**src/rtl/serial_adder_sequencer.sv**
```systemverilog
// Bit-serial adder: one full-adder cell, one bit per clock, LSB first.
// Valid/ready on both sides, one operation in flight.
//
// state | meaning
// IDLE  | in_ready high, waiting for operands
// RUN   | WIDTH cycles of serial add, shifting a/b/sum
// DONE  | out_valid high, result held until out_ready
module serial_adder_sequencer #(
  parameter int WIDTH = 4,
  parameter int CW    = $clog2(WIDTH + 1)
) (
  input  logic             clk,
  input  logic             rst_n,
  input  logic             in_valid,
  output logic             in_ready,
  input  logic [WIDTH-1:0] a,
  input  logic [WIDTH-1:0] b,
  input  logic             cin,
  output logic             out_valid,
  input  logic             out_ready,
  output logic [WIDTH-1:0] s,
  output logic             cout,
  output logic             ovf
);

  typedef enum logic [1:0] {IDLE, RUN, DONE} state_e;

  localparam logic [CW-1:0] LAST_BIT = CW'(WIDTH - 1);

  state_e           state_q;
  logic [WIDTH-1:0] a_sh_q;
  logic [WIDTH-1:0] b_sh_q;
  logic [WIDTH-1:0] sum_sh_q;
  logic [WIDTH-1:0] sum_sh_d;
  logic [WIDTH-1:0] s_q;
  logic [CW-1:0]    cnt_q;
  logic             carry_q;
  logic             cout_q;
  logic             ovf_q;
  logic             in_ready_q;
  logic             out_valid_q;
  logic             fa_s;
  logic             fa_c;

  always_comb begin
    fa_s     = a_sh_q[0] ^ b_sh_q[0] ^ carry_q;
    fa_c     = (a_sh_q[0] & b_sh_q[0]) | (carry_q & (a_sh_q[0] ^ b_sh_q[0]));
    sum_sh_d = {fa_s, sum_sh_q[WIDTH-1:1]};
  end

  always_ff @(posedge clk or negedge rst_n) begin
    if (!rst_n) begin
      state_q     <= IDLE;
      a_sh_q      <= '0;
      b_sh_q      <= '0;
      sum_sh_q    <= '0;
      s_q         <= '0;
      cnt_q       <= '0;
      carry_q     <= 1'b0;
      cout_q      <= 1'b0;
      ovf_q       <= 1'b0;
      in_ready_q  <= 1'b1;
      out_valid_q <= 1'b0;
    end else begin
      case (state_q)
        IDLE: begin
          if (in_valid) begin
            a_sh_q     <= a;
            b_sh_q     <= b;
            carry_q    <= cin;
            cnt_q      <= '0;
            in_ready_q <= 1'b0;
            state_q    <= RUN;
          end
        end
        RUN: begin
          a_sh_q   <= {1'b0, a_sh_q[WIDTH-1:1]};
          b_sh_q   <= {1'b0, b_sh_q[WIDTH-1:1]};
          sum_sh_q <= sum_sh_d;
          carry_q  <= fa_c;
          cnt_q    <= cnt_q + CW'(1);
          if (cnt_q == LAST_BIT) begin
            // carry_q here is still the carry into the MSB
            s_q         <= sum_sh_d;
            cout_q      <= fa_c;
            ovf_q       <= carry_q ^ fa_c;
            out_valid_q <= 1'b1;
            state_q     <= DONE;
          end
        end
        DONE: begin
          if (out_ready) begin
            out_valid_q <= 1'b0;
            in_ready_q  <= 1'b1;
            state_q     <= IDLE;
          end
        end
        default: begin
          out_valid_q <= 1'b0;
          in_ready_q  <= 1'b1;
          state_q     <= IDLE;
        end
      endcase
    end
  end

  assign in_ready  = in_ready_q;
  assign out_valid = out_valid_q;
  assign s         = s_q;
  assign cout      = cout_q;
  assign ovf       = ovf_q;

endmodule

```
**config.mk**
```make
export PLATFORM = sky130hd
export DESIGN_NAME = serial_adder_sequencer
export DESIGN_NICKNAME = d
export VERILOG_FILES = /design/src/rtl/serial_adder_sequencer.sv
export SDC_FILE = /design/constraint.sdc
export NUM_CORES = 1
export LEC_CHECK = 0
export BUFFER_PORTS_ARGS = -buffer_cell sky130_fd_sc_hd__buf_2
export CAP_MARGIN = 25
export CORE_ASPECT_RATIO = 1.25
export CORE_MARGIN = 1
export CORE_UTILIZATION = 48
export CTS_CLUSTER_SIZE = 30
export DETAILED_ROUTE_END_ITERATION = 7
export PLACE_DENSITY = 0.83
export RECOVER_POWER = 25
export SYNTH_ARGS = -nofsm -noshare
export SYNTH_HDL_FRONTEND = slang
export SYNTH_SLANG_ARGS = --single-unit
```
**constraint.sdc**
```tcl
create_clock -name clk -period 1.3 [get_ports clk]
set_input_delay 0 -clock clk [delete_from_list [all_inputs] [get_ports clk]]
set_output_delay 0 -clock clk [all_outputs]
set_load 0.02 [all_outputs]
```
* Yosys cells after proc, flatten, opt, wreduce, memory -nomap -nowiden *
Cells that the tools add are included.
W data, S select, Z words.

word-level totals
  register bits after elaboration = 26
  bits of input ports = 13
  logic and storage cells = 51

cells by class
  add/subtract/negate cells = 1
  equality and inequality tests = 6
  multiplexer cells = 18
  bitwise logic cells = 8
  reductions and logical operators = 7

operators by type and width
  kind                   count
  $pmux W4 S2            2
  $reduce_and A3 Y1      3
  $mux W4                2
  $mux W2                3
  $ne A2 B2 Y1 const B   3
  $pmux W1 S3            2
  $pmux W2 S3            1
  $pmux W3 S2            1
  $mux W1                5
  $reduce_and A2 Y1      2
  $add A3 B1 Y3 const B  1
  $eq A3 B2 Y1 const B   1
  $mux W3                1
  $xor A1 B1 Y1          3
  $and A1 B1 Y1          2
  $eq A2 B1 Y1 const B   1
  $eq A2 B2 Y1 const B   1
  $logic_not A2 Y1       1
  $not A1 Y1             2
  $pmux W1 S2            1
  $reduce_bool A2 Y1     1
  $or A1 B1 Y1           1

* Longest topological paths before layout *
  word-level depth = 4
  depth in mapped cells = 5
  mapped depth without buffers = 5

* Least setup slack after synthesis *
No wires, ideal clock.

  kind = flip-flop to flip-flop
  start point = register cnt_q[0]
  end point = register cout_q, in the netlist cout
  data arrival time = 1.228 ns
  data required time = 1.175 ns
  setup slack = -0.053 ns
  stages on the path, launching flop included = 5
  clock period less this slack = 1.353 ns
  cells stage by stage = dfrtp_1 ha_1 ha_1 nand3b_4 mux2_2

on the way
  cells in the longest elaborated chain, start to end = 2

RTL lines
  element                      RTL line  source
  from (decl)                  36        logic [CW-1:0] cnt_q;
  from (signal assigned)       81        cnt_q <= cnt_q + CW'(1);
  $eq A3 B2 Y1                 82        if (cnt_q == LAST_BIT) begin
  $reduce_and A2 Y1 (no line)  n/a
  to (signal assigned)         60        cout_q <= 1'b0;
  to (signal assigned)         85        cout_q <= fa_c;
  to (decl)                    38        logic cout_q;

Every way passes these cells.
A chain may end at the register's enable or synchronous reset.

* Worst setup path after layout *
  start point = register cnt_q[0]
  end point = register s_q[2], in the netlist s[2]

on the way
  cells in the longest elaborated chain, start to end = 2

RTL lines
  element                      RTL line  source
  $eq A3 B2 Y1                 82
  $reduce_and A2 Y1 (no line)  n/a
  to (signal assigned)         84        s_q <= sum_sh_d;
  to (decl)                    35        logic [WIDTH-1:0] s_q;

Every way passes these cells.

==> run metrics <==
leak pwr=slightly below 0.7 nW; Reg2Reg Depth=4; number of max-cap violations=0; syn_area_per_cell=~12 sq um; worst setup margin=-0.02525 ns; CTS tree=done; Cell variety after synth=27; Core ar.=roughly 0.0022 sq mm; clock sink count=25; Rows=19; via count=837; Critical R2R Capture=s[2]$_DFFE_PN0P_; Final period util=101.9%; final setup fails=5; fillcell total=194; fin cells=158; skew final=approximately 0.0067 ns; slowest cell delay on critical path=0.40 ns; #FFs+latches synth=25; Initial Util=between 50% and 60%; Hold EP=b_sh_q[1]$_DFFE_PN0P_; initial antenna violation count=0; Routed Antenna Nets=0; failing checks=negative setup slack; hold_sp=b[1]; drt via density=5.297; Hold WS=~0.0067 ns; Syn-to-layout area delta=24.92%; Synth Cell Area=~0.0011 sq mm; critical path data arrival time=between 1.5 and 2 ns; minimum clock period=between 1 and 1.5 ns; first-pass GRT wire length=roughly 3400 microns; RSZ-0062 raised after global routing=true; Reg clk slew, reported paths=0.13 ns; Synth Warn #=0; Worst-Margin Slew=about 0.59 ns; Hold WC Path Type=input port to flip-flop; drc violations=0; crit-path max FO=7; grt ovf=0; Critical Path Start Type=flip-flop; Setup Crit Path Kind=flip-flop to flip-flop; GRT Util Overall=roughly 18%; root buffer cell=clkbuf_4; sequential fraction of the synthesis area=54.75%; HPWL after detailed placement=roughly 1500 microns; die width=roughly 46 microns; routability cong.=a little under 0.8; fin. max-slew vios=0; R2R Path Start=cnt_q[0]$_DFFE_PN0P_; worst path cell trace=ha_2 -> ha_4 -> nand3b_4 -> mux2_4; reg2reg setup slack=-0.03 ns; fmax=754.6 MHz; Die H=56.60 microns; H-tree depth=1; kind of end point of the critical path=flip-flop; setup tns final=-0.08500 ns; nets@finish=between 100 and 150; clk buf depth=2; cts bufs inserted=3; # diodes=0; Max VDD drop=approximately 0.0016 V; Synth Instances=slightly above 90; Initial DRC Count=12; count of final hold-check violations=0; largest net degree at the start of global routing=26; Top Ports=21; slew margin rel.=60.99%; Post-Syn Nets=approximately 110; layout cells sized above 1=between 40% and 50%; TritonRoute pass-1 iters=4; DR WL/cell=between 10 and 15 microns; CP required=around 1.5 ns; routed wire length=about 2000 microns; number of global-route vias before repair=about 840; pwr/cell area=roughly 2500 mW/mm^2; Clock Latency Late Sink=slightly above 0.3 ns; status=finished, violations left; area of the die=between 0.002 and 0.003 sq mm; worst hold path depth=3; # port buffers=20; CP max stage cell=dfrtp_1; placed cell count=approximately 150
logic make-up after synthesis:
family	count (synthesis)	share of synthesized area (%)
DFF	25	54.75
and+or+nand+nor	24	13.01
xor gates and xnor gates	1	0.7652
adders and majority gates	3	3.934
buffers and inverters	8	4.918
AOI/OAI and AO/OA	23	13.77
muxes	8	8.852
repair_timing:
action / CTS / global route
pin swaps: 2 / 2
setup buffers: 2 / 1
cloned: 0 / 0
hold buffers: 5 / 0
endpoints found under the setup margin: 6 / 6
hold endpoints to repair: 30 / 0
resized for setup: 7 / 1
how the worst max path moves through the flow:
stage                             endpoint                  from  slack (ns)  depth (start not counted)
after CTS                 s[2]$_DFFE_PN0P_  cnt_q[1]$_DFFE_PN0P_       -0.04                          4
after floorplan           cout$_DFFE_PN0P_  cnt_q[0]$_DFFE_PN0P_       0.005                          4
after global placement    s[3]$_DFFE_PN0P_  cnt_q[0]$_DFFE_PN0P_      0.0009                          4
final                     s[2]$_DFFE_PN0P_  cnt_q[0]$_DFFE_PN0P_       -0.03                          4
after detailed placement  cout$_DFFE_PN0P_  cnt_q[0]$_DFFE_PN0P_       -0.04                          4
after global routing      s[2]$_DFFE_PN0P_  cnt_q[0]$_DFFE_PN0P_       -0.06                          4
worst max-delay path, delay by kind of cell (launching register included):
kind / cells / cell delay [ns]
muxes: 1 / 0.31
and+or+nand+nor: 1 / 0.14
adders and majority gates: 2 / 0.37
DFF: 1 / 0.40
layout by cell type (no fill, tap or decap), types with 3 or more instances in the layout:
cell type      Yosys  layout
nand2_1            7       7
o22ai_1            4       4
dfrtp_1           24      24
inv_1              3       3
buf_2              0      19
a21oi_1            6       6
o221a_2            4       4
mux2_4             3       8
clkbuf_4           0       3
nand3b_1           4       4
dlygate4sd3_1      0       5
nor2_1             7       7
buf_4              1      10
o21ai_0            6       5
cells in the mapped netlist:
cell type / count / area share (%)
xnor2_1: 1 / 0.77
o22ai_1: 4 / 2.2
buf_4: 1 / 0.66
nor2_1: 7 / 2.3
inv_1: 3 / 0.98
o21bai_1: 1 / 0.66
nand2_1: 7 / 2.3
dfstp_2: 1 / 2.3
nand2b_1: 1 / 0.55
nor3_1: 1 / 0.44
fa_1: 1 / 1.7
nand3b_1: 4 / 2.6
nand3b_4: 1 / 1.7
mux2_4: 3 / 3.9
a21oi_1: 6 / 2.6
nor2b_1: 1 / 0.55
nand2b_2: 1 / 0.77
o21ba_1: 1 / 0.87
ha_1: 2 / 2.2
o221a_2: 4 / 3.9
dfrtp_1: 24 / 52
o21ai_0: 6 / 2.6
buf_6: 3 / 3.0
nand2_8: 1 / 1.7
inv_2: 1 / 0.33
mux2_2: 5 / 4.9
a32o_1: 1 / 0.87
metrics by stage:
stage               util (%)  instance area, sq um  total power, W  setup WS [ns]
global route           64.00                  1430        0.003766       -0.05556
CTS                    63.66                  1423        0.003524       -0.03859
detailed placement     58.17                  1300        0.003057       -0.03984
floorplan                  -                  1150        0.002619       0.005323
global placement       58.17                  1300        0.002962      0.0008857
finish                 64.00                  1430        0.003516       -0.02525
power breakdown:
group / leakage (nW) / internal, W / switching, W
logic: 0.371 / 0.000966 / 0.000827
clock network: 0.0150 / 0.000120 / 0.000214
registers: 0.298 / 0.00115 / 0.000240
per-layer routing:
layer / track usage, % / up-vias / share of wire [%]
met2: 31.43 / 21 / 53
met1: 21.19 / 413 / 44
met4: 5.195 / 0 / 1.1
met5: 0 / - / 0
li1: - / 399 / -
met3: 1.929 / 4 / 2.6
area by class of cell:
class	instances	area, sq um	share of cell area (%)
clock buffer	4	26.28	1.837
inverter	4	15.01	1.050
multi-input combinational	59	498.0	34.82
sequential	25	626.9	43.83
tap	31	38.79	2.712
timing repair buffer	35	225.2	15.75
flip-flops by register name, summed over array words and instances, names as in the netlist:
signal / count
carry_q: 1
in_ready: 1
sum_sh_q: 3
b_sh_q: 4
s: 4
out_valid: 1
cnt_q: 3
a_sh_q: 4
ovf: 1
state_q: 2
cout: 1
No activity file was read; power rests on OpenSTA's default activity.
